===== src/rtl/vga_pkg.sv =====
// Shared SVGA 800x600@72 Hz timing constants and colour-bar palette.
// Counter widths: 11 bits horizontal (0..1039), 10 bits vertical (0..665).
package vga_pkg;

  localparam logic [10:0] HActive    = 11'd800;
  localparam logic [10:0] HFront     = 11'd56;
  localparam logic [10:0] HSync      = 11'd120;
  localparam logic [10:0] HBack      = 11'd64;
  localparam logic [10:0] HTotal     = HActive + HFront + HSync + HBack;
  localparam logic [10:0] HSyncStart = HActive + HFront;
  localparam logic [10:0] HSyncEnd   = HSyncStart + HSync - 11'd1;

  localparam logic [9:0]  VActive    = 10'd600;
  localparam logic [9:0]  VFront     = 10'd37;
  localparam logic [9:0]  VSync      = 10'd6;
  localparam logic [9:0]  VBack      = 10'd23;
  localparam logic [9:0]  VTotal     = VActive + VFront + VSync + VBack;
  localparam logic [9:0]  VSyncStart = VActive + VFront;
  localparam logic [9:0]  VSyncEnd   = VSyncStart + VSync - 10'd1;

  // RGB222 packed {R[1:0],G[1:0],B[1:0]}
  localparam logic [5:0] ColWhite   = 6'h3F;
  localparam logic [5:0] ColYellow  = 6'h3C;
  localparam logic [5:0] ColCyan    = 6'h0F;
  localparam logic [5:0] ColGreen   = 6'h0C;
  localparam logic [5:0] ColMagenta = 6'h33;
  localparam logic [5:0] ColRed     = 6'h30;
  localparam logic [5:0] ColBlue    = 6'h03;
  localparam logic [5:0] ColBlack   = 6'h00;

  // 100-pixel bars; anything past the last bar (including blanking) is black.
  function automatic logic [5:0] bar_colour(input logic [10:0] h);
    if (h < 11'd100)      return ColWhite;
    else if (h < 11'd200) return ColYellow;
    else if (h < 11'd300) return ColCyan;
    else if (h < 11'd400) return ColGreen;
    else if (h < 11'd500) return ColMagenta;
    else if (h < 11'd600) return ColRed;
    else if (h < 11'd700) return ColBlue;
    else                  return ColBlack;
  endfunction

endpackage


===== src/rtl/vga_timing.sv =====
// Pixel/line counters with combinational de/hs/vs decode of the current counter pair.
module vga_timing
  import vga_pkg::*;
(
  input  logic        clk,
  input  logic        rst_n,
  output logic [10:0] h_cnt,
  output logic [9:0]  v_cnt,
  output logic        de,
  output logic        hs,
  output logic        vs
);

  always_ff @(posedge clk or negedge rst_n) begin
    if (!rst_n) begin
      h_cnt <= '0;
      v_cnt <= '0;
    end else if (h_cnt == HTotal - 11'd1) begin
      h_cnt <= '0;
      if (v_cnt == VTotal - 10'd1) begin
        v_cnt <= '0;
      end else begin
        v_cnt <= v_cnt + 10'd1;
      end
    end else begin
      h_cnt <= h_cnt + 11'd1;
    end
  end

  assign de = (h_cnt < HActive) && (v_cnt < VActive);
  assign hs = (h_cnt >= HSyncStart) && (h_cnt <= HSyncEnd);
  assign vs = (v_cnt >= VSyncStart) && (v_cnt <= VSyncEnd);

endmodule


===== src/rtl/main.sv =====
// 800x600@72 Hz colour-bar generator: timing core plus registered video outputs
// (one clock of latency behind the counters).
module main
  import vga_pkg::*;
(
  input  logic       clk,
  input  logic       rst_n,
  output logic       video_de,
  output logic       video_hs,
  output logic       video_vs,
  output logic [5:0] video_rgb
);

  logic [10:0] h_cnt;
  logic [9:0]  v_cnt;
  logic        de;
  logic        hs;
  logic        vs;
  logic [5:0]  rgb_d;

  vga_timing u_timing (
    .clk   (clk),
    .rst_n (rst_n),
    .h_cnt (h_cnt),
    .v_cnt (v_cnt),
    .de    (de),
    .hs    (hs),
    .vs    (vs)
  );

  // bar_colour already blacks out h >= 700, so only vertical blanking needs masking here.
  always_comb begin
    rgb_d = ColBlack;
    if (v_cnt < VActive) begin
      rgb_d = bar_colour(h_cnt);
    end
  end

  always_ff @(posedge clk or negedge rst_n) begin
    if (!rst_n) begin
      video_de  <= 1'b0;
      video_hs  <= 1'b0;
      video_vs  <= 1'b0;
      video_rgb <= 6'h00;
    end else begin
      video_de  <= de;
      video_hs  <= hs;
      video_vs  <= vs;
      video_rgb <= rgb_d;
    end
  end

endmodule


===== config.mk =====
export PLATFORM = sky130hd
export DESIGN_NAME = main
export DESIGN_NICKNAME = d
export VERILOG_FILES = /design/src/rtl/vga_pkg.sv /design/src/rtl/vga_timing.sv /design/src/rtl/main.sv
export SDC_FILE = /design/constraint.sdc
export NUM_CORES = 1
export LEC_CHECK = 0
export BUFFER_PORTS_ARGS = -buffer_cell sky130_fd_sc_hd__buf_2
export CORE_AREA = 2 2 56 58
export CTS_CLUSTER_DIAMETER = 200
export DETAILED_ROUTE_END_ITERATION = 16
export DIE_AREA = 0 0 58 60
export PLACE_DENSITY = 0.78
export SLEW_MARGIN = 20
export SYNTH_ARGS = -nofsm -noshare
export SYNTH_HDL_FRONTEND = slang
export SYNTH_SLANG_ARGS = --single-unit

===== constraint.sdc =====
create_clock -name clk -period 3 [get_ports clk]
set_clock_uncertainty 0.05 [all_clocks]
set_input_delay 0.45 -clock clk [delete_from_list [all_inputs] [get_ports clk]]
set_output_delay 0.45 -clock clk [all_outputs]
set_load 0.1 [all_outputs]

==> impl_metrics.json <==
{
  "end_kind": "register",
  "clk_pin_slew_ns": 0.14,
  "seq_area_frac_synth_pct": 44.4,
  "core-area_sq_um": 2900,
  "diodes": 0,
  "cp.required_ns": 3.16,
  "grt_first_pass_wirelength_um": 4700,
  "ys_warn_count": 0,
  "drv_cap": 0,
  "maxSlewHeadroom_pct": 59.9,
  "dr_total_vias": 1208,
  "grt_usage_pct": 17.5,
  "min_period_ns": 2.13,
  "rows": 20,
  "rsz0062_at_grt": "no",
  "start_util_pct": 52.4,
  "synth_seq_cells": 27,
  "hpwl_um": 2090,
  "synth-main-ff-cell": "dfrtp_1",
  "finalSetupTns_ns": 0,
  "grt.overflow.total": 0,
  "die_height_um": 60,
  "via_per_inst": 6.10,
  "port_buffers": 10,
  "clock_sinks": 27,
  "syn_area_sq_um": 1520,
  "die_x_um": 58,
  "rrSetupSlack_ns": 0.87,
  "grt_pass1_vias": 1078,
  "critPathMaxFanout": 14,
  "synthCells": 164,
  "syn_area_per_cell_sq_um": 9.27,
  "synth_compound_area_share_pct": 12.3,
  "synth_top_area_share_pct": 44.4,
  "ios": 11,
  "post_cts_buffers": 0,
  "rr_worst_depth": 4,
  "antenna_found_initial": 0,
  "drc": 0,
  "fin_crit_sh_pct": 71.1,
  "first_iter_violations": 52,
  "muxShareOfSynthArea_pct": 3.46,
  "cts_tree": "yes",
  "worst_ir_drop_vdd_mv": 0.247,
  "power_w": 0.000523,
  "tightest_slew_ns": 0.602,
  "synth_top_family_by_area": "simple AND/OR/NAND/NOR gates",
  "place.gp.congestion": 0.913,
  "cp.arrival_ns": 2.30,
  "synthAdderAreaFrac_pct": 3.29,
  "root_buffer": "clkbuf_4",
  "rr_endpoint": "u_timing.v_cnt[5]",
  "worstHoldPathType": "in -> async",
  "finalHoldViolCount": 0,
  "synth_edf_count": 0,
  "yosys.cell_types.count": 40,
  "setup_viol": 0,
  "reg2reg_from": "u_timing.h_cnt[6]",
  "cts.htree.levels": 1,
  "critPathLaunch": "u_timing.h_cnt[6]",
  "synthArstFlopShare_pct": 100,
  "fmax_mhz": 469,
  "p_leak_nw": 0.662,
  "drive_above_1_share_pct": 12.1,
  "wirelength_um": 2820,
  "cts-resized-gates": 0,
  "crit_path_end": "u_timing.v_cnt[5]",
  "clk_path_buf_depth": 2,
  "postRouteAntennaNets": 0,
  "crit_path_start_kind": "register",
  "slew_violations": 0,
  "powerDensity_nw_per_um2": 332,
  "hold_buffers": 0,
  "synth_top_cells_by_area": "dfrtp_1, xor2_1, nor2_1",
  "clock_latency_ns": 0.31,
  "synthSimpleGateAreaFrac_pct": 25.1,
  "area_growth_pct": 3.54,
  "die_area_sq_um": 3480,
  "avgRoutedWirePerCell_um": 14.2,
  "grt_max_degree": 28,
  "synth_xor_area_share_pct": 5.76,
  "synth_area_leader_cell": "dfrtp_1",
  "status": "finished clean",
  "cts_buffers": 3,
  "firstDrtPassIters": 4,
  "num-nets-final": 172,
  "path_class": "reg -> reg",
  "syn_nets": 170
}
==> metrics by stage <==
step                hold slack, ns  utilization [%]  area (sq um)  worst slack, ns  instances
finish                      0.0688             54.2          1570            0.866        198
global route                0.0955             54.2          1570            0.689        198
CTS                         0.0806             54.2          1570            0.877        198
detailed placement           0.435             53.3          1550            0.894        194
global placement             0.428             53.3          1550            0.983        194
floorplan                    0.104                -          1520             1.15        164
==> worst max-delay path, stage by stage, from the launching register on <==
cell and delay [ns]:
dfrtp_1 0.53, nor3_1 0.49, and3_1 0.52, nand3_1 0.15
mux2_2 0.30
==> cell families after synthesis <==
group,after synthesis
AOI/OAI and AO/OA,28
xor gates and xnor gates,10
adders and majority gates,4
buffers and inverters,19
DFF,27
muxes,5
and+or+nand+nor,71
==> area by class of cell <==
type / count / area [sq um]
Clock buffer: 4 / 26.3
Fill cell: 268 / 1330
Inverter: 6 / 22.5
Multi-Input combinational cell: 118 / 758
Sequential cell: 27 / 676
Tap cell: 33 / 41.3
Timing Repair Buffer: 10 / 50.0
==> layer usage <==
metal / part of all wire, % / wire length [um] / track usage, %
met1: 46 / 1300 / 22.9
met3: 4.8 / 135 / 2.81
met5: 0 / 0 / 0
met2: 48 / 1360 / 29.5
met4: 0.85 / 24 / 5.98
==> synth_stat cells, drive strengths merged, types with 2 or more instances <==
| cell | count |
|---|---|
| dfrtp | 27 |
| nor2 | 16 |
| nand3 | 10 |
| nand2 | 9 |
| nor3 | 9 |
| o21ai | 8 |
| a21oi | 7 |
| clkbuf | 7 |
| xor2 | 7 |
| buf | 6 |
| inv | 6 |
| nand4 | 5 |
| and3 | 4 |
| ha | 4 |
| or3 | 4 |
| mux2i | 3 |
| xnor2 | 3 |
| a21o | 2 |
| a221oi | 2 |
| and2 | 2 |
| mux2 | 2 |
| nor4 | 2 |
| o311a | 2 |
| o31ai | 2 |
| or4 | 2 |
==> cell usage in the layout (no fill, tap or decap), drive strengths merged <==
master and count:
and4 1, inv 6, buf 10, o311a 2, nand2b 1, nor4b 1
nor2b 1, mux2 2, o21ai 8, nand4 5, a2111oi 1, nand3 10
or4b 1, o21a 1, a221oi 2, xor2 7, mux2i 3, nor4 2
nand2 9, and3b 1, a41oi 1, ha 4, and3 4, a21oi 7
xnor2 3, a211oi 1, or4 2, nand3b 1, o31ai 2, o22ai 1
or3b 1, nor2 16, and2 2, nor3 9, clkbuf 4, dfrtp 27
or3 4, a21o 2
==> power breakdown <==
part           internal [W]   total [W]  leakage, nW  switching (W)
clock network     0.0000519    0.000152       0.0150      0.0000997
logic           0.000000466  0.00000726        0.305     0.00000679
registers          0.000364    0.000364        0.342              0
==> worst min path at each step <==
stage	startpoint	end	slack, ns	cells after the start
finish	rst_n	video_vs	0.07	1
CTS	rst_n	video_vs	0.08	1
detailed placement	u_timing.h_cnt[0]	u_timing.h_cnt[0]	0.43	1
floorplan	rst_n	u_timing.h_cnt[0]	0.10	0
global placement	rst_n	video_vs	0.43	1
global route	rst_n	u_timing.v_cnt[9]	0.1	1
==> registers in the layout, summed over array words and instances (netlist names) <==
register        flops
u_timing.v_cnt     10
video_de            1
video_vs            1
video_hs            1
video_rgb           3
u_timing.h_cnt     11
Note: power is estimated with default switching activity, not from simulation.
